### config.mk
export PLATFORM = sky130hd
export DESIGN_NAME = utf16_encoder_flat
export DESIGN_NICKNAME = d
export VERILOG_FILES = /design/src/rtl/utf16_encoder_if.sv /design/src/rtl/utf16_encoder.sv /design/src/flat_wrapper.sv
export SDC_FILE = /design/constraint.sdc
export NUM_CORES = 1
export LEC_CHECK = 0
export CAP_MARGIN = 10
export CORE_MARGIN = 3
export CORE_UTILIZATION = 43
export CTS_CLUSTER_SIZE = 8
export DETAILED_ROUTE_END_ITERATION = 6
export GPL_TIMING_DRIVEN = 0
export HOLD_SLACK_MARGIN = 0.15
export PLACE_DENSITY = 0.75
export SYNTH_ARGS = -nofsm -noshare
export SYNTH_HDL_FRONTEND = slang
export SYNTH_SLANG_ARGS = --single-unit
### constraint.sdc
create_clock -name clock -period 2.3 [get_ports clock]
set_clock_uncertainty 0.1 [all_clocks]
set_input_delay 0.345 -clock clock [delete_from_list [all_inputs] [get_ports clock]]
set_output_delay 0.345 -clock clock [all_outputs]
set_load 0.03 [all_outputs]
### src/rtl/utf16_encoder_if.sv
// Handshake bundle for utf16_encoder: decoder-side offer, UTF-16 unit stream and error status.
interface utf16_encoder_if;
    logic        in_valid;
    logic [2:0]  status;
    logic [20:0] codepoint;
    logic        in_ready;
    logic [15:0] unit;
    logic        unit_valid;
    logic        unit_ready;
    logic        error;
    logic [7:0]  error_count;

    modport master (
        output in_valid, status, codepoint, unit_ready,
        input  in_ready, unit, unit_valid, error, error_count
    );

    modport slave (
        input  in_valid, status, codepoint, unit_ready,
        output in_ready, unit, unit_valid, error, error_count
    );
endinterface

### src/rtl/utf16_encoder.sv
// Converts decoded Unicode scalars into a UTF-16 code-unit stream with surrogate pairing.
// Define UTF16_ENCODER_REPLACEMENT_EN to emit U+FFFD for every accepted error.
module utf16_encoder (
    input logic            clock,
    input logic            reset,
    utf16_encoder_if.slave bus
);
    typedef enum logic [1:0] {EMPTY, ONE, PAIR} state_t;

    state_t      state_q, state_n;
    logic [15:0] unit_q, unit_n;
    logic [15:0] low_q, low_n;
    logic        error_q, error_n;
    logic [7:0]  count_q, count_n;

    logic [2:0]  status_eff;
    logic        is_scalar, in_surrogate, is_bmp, is_supp, is_err;
    logic [19:0] offset;
    logic        accept, transfer;
    logic        prod_one;
    logic [15:0] one_value;

    // Reserved status codes 5-7 are folded onto idle.
    assign status_eff   = (bus.status > 3'd4) ? 3'd0 : bus.status;
    assign is_scalar    = (status_eff == 3'd2);
    assign in_surrogate = (bus.codepoint >= 21'h00D800) && (bus.codepoint <= 21'h00DFFF);
    assign is_bmp       = is_scalar && (bus.codepoint <= 21'h00FFFF) && !in_surrogate;
    assign is_supp      = is_scalar && (bus.codepoint >= 21'h010000) && (bus.codepoint <= 21'h10FFFF);
    assign is_err       = (status_eff == 3'd3) || (status_eff == 3'd4) ||
                          (is_scalar && !is_bmp && !is_supp);
    // Modulo-2^20 subtraction yields the correct offset for the whole supplementary range.
    assign offset       = bus.codepoint[19:0] - 20'h10000;

`ifdef UTF16_ENCODER_REPLACEMENT_EN
    assign prod_one  = is_bmp || is_err;
    assign one_value = is_err ? 16'hFFFD : bus.codepoint[15:0];
`else
    assign prod_one  = is_bmp;
    assign one_value = bus.codepoint[15:0];
`endif

    always_comb begin
        bus.in_ready = 1'b0;
        case (state_q)
            EMPTY:   bus.in_ready = 1'b1;
            ONE:     bus.in_ready = bus.unit_ready;
            default: bus.in_ready = 1'b0;
        endcase
    end

    assign bus.unit_valid  = (state_q != EMPTY);
    assign bus.unit        = unit_q;
    assign bus.error       = error_q;
    assign bus.error_count = count_q;

    assign accept   = bus.in_valid && bus.in_ready;
    assign transfer = bus.unit_valid && bus.unit_ready;

    always_comb begin
        state_n = state_q;
        unit_n  = unit_q;
        low_n   = low_q;
        case (state_q)
            EMPTY, ONE: begin
                if (state_q == ONE && transfer)
                    state_n = EMPTY;
                // In ONE an accept implies a transfer, so a new unit replaces the old with no bubble.
                if (accept) begin
                    if (is_supp) begin
                        state_n = PAIR;
                        unit_n  = {6'b110110, offset[19:10]};
                        low_n   = {6'b110111, offset[9:0]};
                    end else if (prod_one) begin
                        state_n = ONE;
                        unit_n  = one_value;
                    end
                end
            end
            PAIR: begin
                if (transfer) begin
                    state_n = ONE;
                    unit_n  = low_q;
                end
            end
            default: state_n = EMPTY;
        endcase
    end

    always_comb begin
        error_n = accept && is_err;
        count_n = count_q;
        if (error_n && count_q != 8'hFF)
            count_n = count_q + 8'd1;
    end

    always_ff @(posedge clock) begin
        if (reset) begin
            state_q <= EMPTY;
            unit_q  <= '0;
            low_q   <= '0;
            error_q <= 1'b0;
            count_q <= '0;
        end else begin
            state_q <= state_n;
            unit_q  <= unit_n;
            low_q   <= low_n;
            error_q <= error_n;
            count_q <= count_n;
        end
    end
endmodule

### src/flat_wrapper.sv
// flat-port wrapper written by rule: the top's interface ports become plain ports
module utf16_encoder_flat 
  (clock, reset, bus_in_valid, bus_status, bus_codepoint, bus_unit_ready, bus_in_ready, bus_unit, bus_unit_valid, bus_error, bus_error_count);
  utf16_encoder_if bus_i ();
  input logic clock;
  input logic reset;
  input wire logic [$bits(bus_i.in_valid)-1:0] bus_in_valid;
  input wire logic [$bits(bus_i.status)-1:0] bus_status;
  input wire logic [$bits(bus_i.codepoint)-1:0] bus_codepoint;
  input wire logic [$bits(bus_i.unit_ready)-1:0] bus_unit_ready;
  output wire logic [$bits(bus_i.in_ready)-1:0] bus_in_ready;
  output wire logic [$bits(bus_i.unit)-1:0] bus_unit;
  output wire logic [$bits(bus_i.unit_valid)-1:0] bus_unit_valid;
  output wire logic [$bits(bus_i.error)-1:0] bus_error;
  output wire logic [$bits(bus_i.error_count)-1:0] bus_error_count;
  assign bus_i.in_valid = bus_in_valid;
  assign bus_i.status = bus_status;
  assign bus_i.codepoint = bus_codepoint;
  assign bus_i.unit_ready = bus_unit_ready;
  assign bus_in_ready = bus_i.in_ready;
  assign bus_unit = bus_i.unit;
  assign bus_unit_valid = bus_i.unit_valid;
  assign bus_error = bus_i.error;
  assign bus_error_count = bus_i.error_count;
  utf16_encoder u_core (.clock(clock), .reset(reset), .bus(bus_i));
endmodule
==> out/results.txt <==
Clock Path Buffers = 2
Fill cells = 396
Top Ports = 55
Residual DRC = 0
Vias in the first global route = 2,135
Commonest non-fill, non-tap cell in the layout = dfxtp_1
Drt pass-1 iters = 5
Initial antenna violation count = 0
Placed Area = 0.00264 mm²
Mean Syn Cell Area = 7.87 µm²
DRT Wirelength = 6.43 mm
CTS clock-pin slew for the worst setup and hold paths = 0.08 ns
Final core occ = 67.3%
Final-report hold violation count = 0
Leak Pwr = 1.11 nW
Hold slack = 0.187 ns
Adder-Cell Fraction of Synth Area = 1.84%
Worst setup EP type = flop
Slew Limit Fails = 0
Multiplexer area fraction after synthesis = 2.46%
HP Class = input port to flop
Layout cells sized above 1 = 23.9%
Post-route non-filler standard cell count = 387
Violated checks = negative setup slack
Post-synth top area cell = dfxtp_1
Commonest cells after routing, fill and taps aside = dfxtp_1 (38), nand2_1 (29), clkdlybuf4s50_1 (27), buf_4 (21), a21oi_1 (20)
Fin area = 0.00301 mm²
P&R area growth vs syn = 47.6%
Clock latency at the later pin of the worst-skew pair = 0.29 ns
Mapped Cells = 259
PD cells = 459 mW/mm²
Seq/Total Area, Yosys = 37.3%
Detailed router's first-iteration violation count = 186
PnR worst setup slack = -0.00296 ns
GR Overflow Total = 0
Placed Cells = 364
Core Rows = 24
Max Clk Rate = 0.434 GHz
Via-to-Cell Ratio = 5.90
Endpoints failing setup = 1
Wire per inst = 16.6 µm
Port buffer count = 53
Synthesis-stage register bit count = 38
CP Cell Sequence = buf_8, nand4_1, nor4_4, mux2i_1, a211oi_2, o31a_1, buf_4, or3_4, a21oi_2
RSZ-0062 raised after global routing = true
Synth cell types = 42
Ys Warns = 0
Crit path largest cell delay = 0.43 ns
Final ANT Viol Nets = 0
Pre-CTS WS = -0.917 ns
Number of max-cap violations = 0
Cell chosen for the clock root = clkbuf_8
Largest family of logic cells by synthesized area = simple AND/OR/NAND/NOR gates
Die ar. = 0.00560 mm²
Min cycle time layout = 2.30 ns
CP arrival = 2.43 ns
Synth Area in XOR/XNOR = 0.430%
Top post-synthesis cells by area = dfxtp_1 (37%), a21oi_1 (5.9%), nand2_1 (5.5%)
Syn_nets = 290
Max IR drop VDD = 0.308 mV
GP Congestion = 0.861
Diodes inserted = 0
Worst slew margin = 59.2%
Die Height = 74.8 µm
CP Max Fanout = 7
Area share of and/or/nand/nor cells after synthesis = 28.6%
Via Count = 2,285
Die W = 74.8 µm
Initial Util = 45.6%
Critical path launch point type = input port
Nets = 366
Slowest CP cell = o31a_1
Critical Path RT = 2.43 ns
Post-synthesis compound-gate area fraction = 23.4%
Htree depth = 2
Area share of the largest cell type after synthesis = 37.3%
Netlist Area Pre-Place = 0.00204 mm²
Clock sinks = 38
Worst slew pin tran = 0.612 ns
TritonCTS Buffers = 5
Pin count of the biggest net entering global routing = 11
Crit Path Category = input port to flop
CTS tree = yes
Core ar. = 0.00447 mm²
Hpwl dp = 4.41 mm
Total GRT Usage = 23.4%
Final period utilization = 100%
Status = complete, but fails checks
Post-cts hold buffer count = 0
Global-route wire length before repair = 10.1 mm
## power by group
group          internal, mW  switching, mW
clock network         0.209          0.231
registers             0.669        0.00791
logic                 0.125          0.139
total                  1.00          0.377
## metrics by stage
step                      total power [mW]  TNS [ns]
final                                 1.38  -0.00296
after global routing                  1.42    -0.302
after CTS                             1.35         0
after detailed placement             0.906    -29.02
after global placement               0.904    -28.75
after floorplan                      0.798         0
## registers in the layout (all words and copies together), names as in the netlist
register,count
u_core.bus.unit,16
u_core.low_q,11
u_core.bus.error_count,8
u_core.state_q,2
u_core.bus.error,1
## Yosys cell counts (all sizes together)
cell / n
a211oi: 8
a21oi: 24
a221oi: 2
a22o: 1
a22oi: 1
a311oi: 4
and2: 2
and3: 10
buf: 7
clkbuf: 10
dfxtp: 38
ha: 3
inv: 10
mux2i: 5
nand2: 31
nand2b: 8
nand3: 9
nand3b: 2
nand4: 8
nor2: 20
nor2b: 1
nor3: 5
nor3b: 1
nor4: 3
o211ai: 3
o21ai: 15
o22ai: 1
o31a: 1
o31ai: 7
o32ai: 6
or2: 2
or3: 5
or4: 4
or4b: 1
xnor2: 1
## path summary, 6_finish.rpt
check / from / endpoint / slack (ns) / depth (start not counted)
max: bus_codepoint[15] / u_core.bus.error_count[3] / -0.003 / 9
min reg2reg: u_core.low_q[7] / u_core.low_q[7] / 0.36 / 2
max reg2reg: u_core.state_q[0] / u_core.bus.error_count[3] / 0.30 / 7
min: bus_codepoint[3] / u_core.low_q[3] / 0.19 / 3
## layout make-up
type	count	area (µm²)	area share [%]
multi-input combinational	194	1310	43.7
sequential	38	761	25.3
timing repair buffer	69	659	21.9
buffer	17	88.8	2.95
clock buffer	7	76.3	2.54
tap	52	65.1	2.16
inverter	10	45.0	1.50
## critical path: cells and delay by family
family / cells / cell delay [ns]
compound gates: 3 / 0.66
buf+inv: 2 / 0.25
simple gates: 3 / 0.88
mux: 1 / 0.27
## logic make-up after synthesis
group | count (synthesis)
AO/OA/AOI/OAI | 73
XOR/XNOR | 1
adder cells (fa/ha/maj) | 3
buffers and inverters | 27
flip-flops | 38
multiplexers | 5
AND/OR/NAND/NOR | 112
## metal layers
| metal | GRT usage (%) | part of all wire, % | up-vias |
|---|---|---|---|
| met1 | 31.1 | 44 | 1061 |
| li1 | - | - | 1100 |
| met2 | 36.9 | 47 | 113 |
| met3 | 6.01 | 7.3 | 11 |
| met4 | 7.91 | 1.6 | 0 |
| met5 | 0 | 0 | - |
## what timing repair did
item	in CTS	in global routing
buffers inserted	14	2
pin swaps	20	24
resized for setup	112	43
endpoints found under the setup margin	39	33
gates cloned	1	0
(Power assumes the default switching activity.)
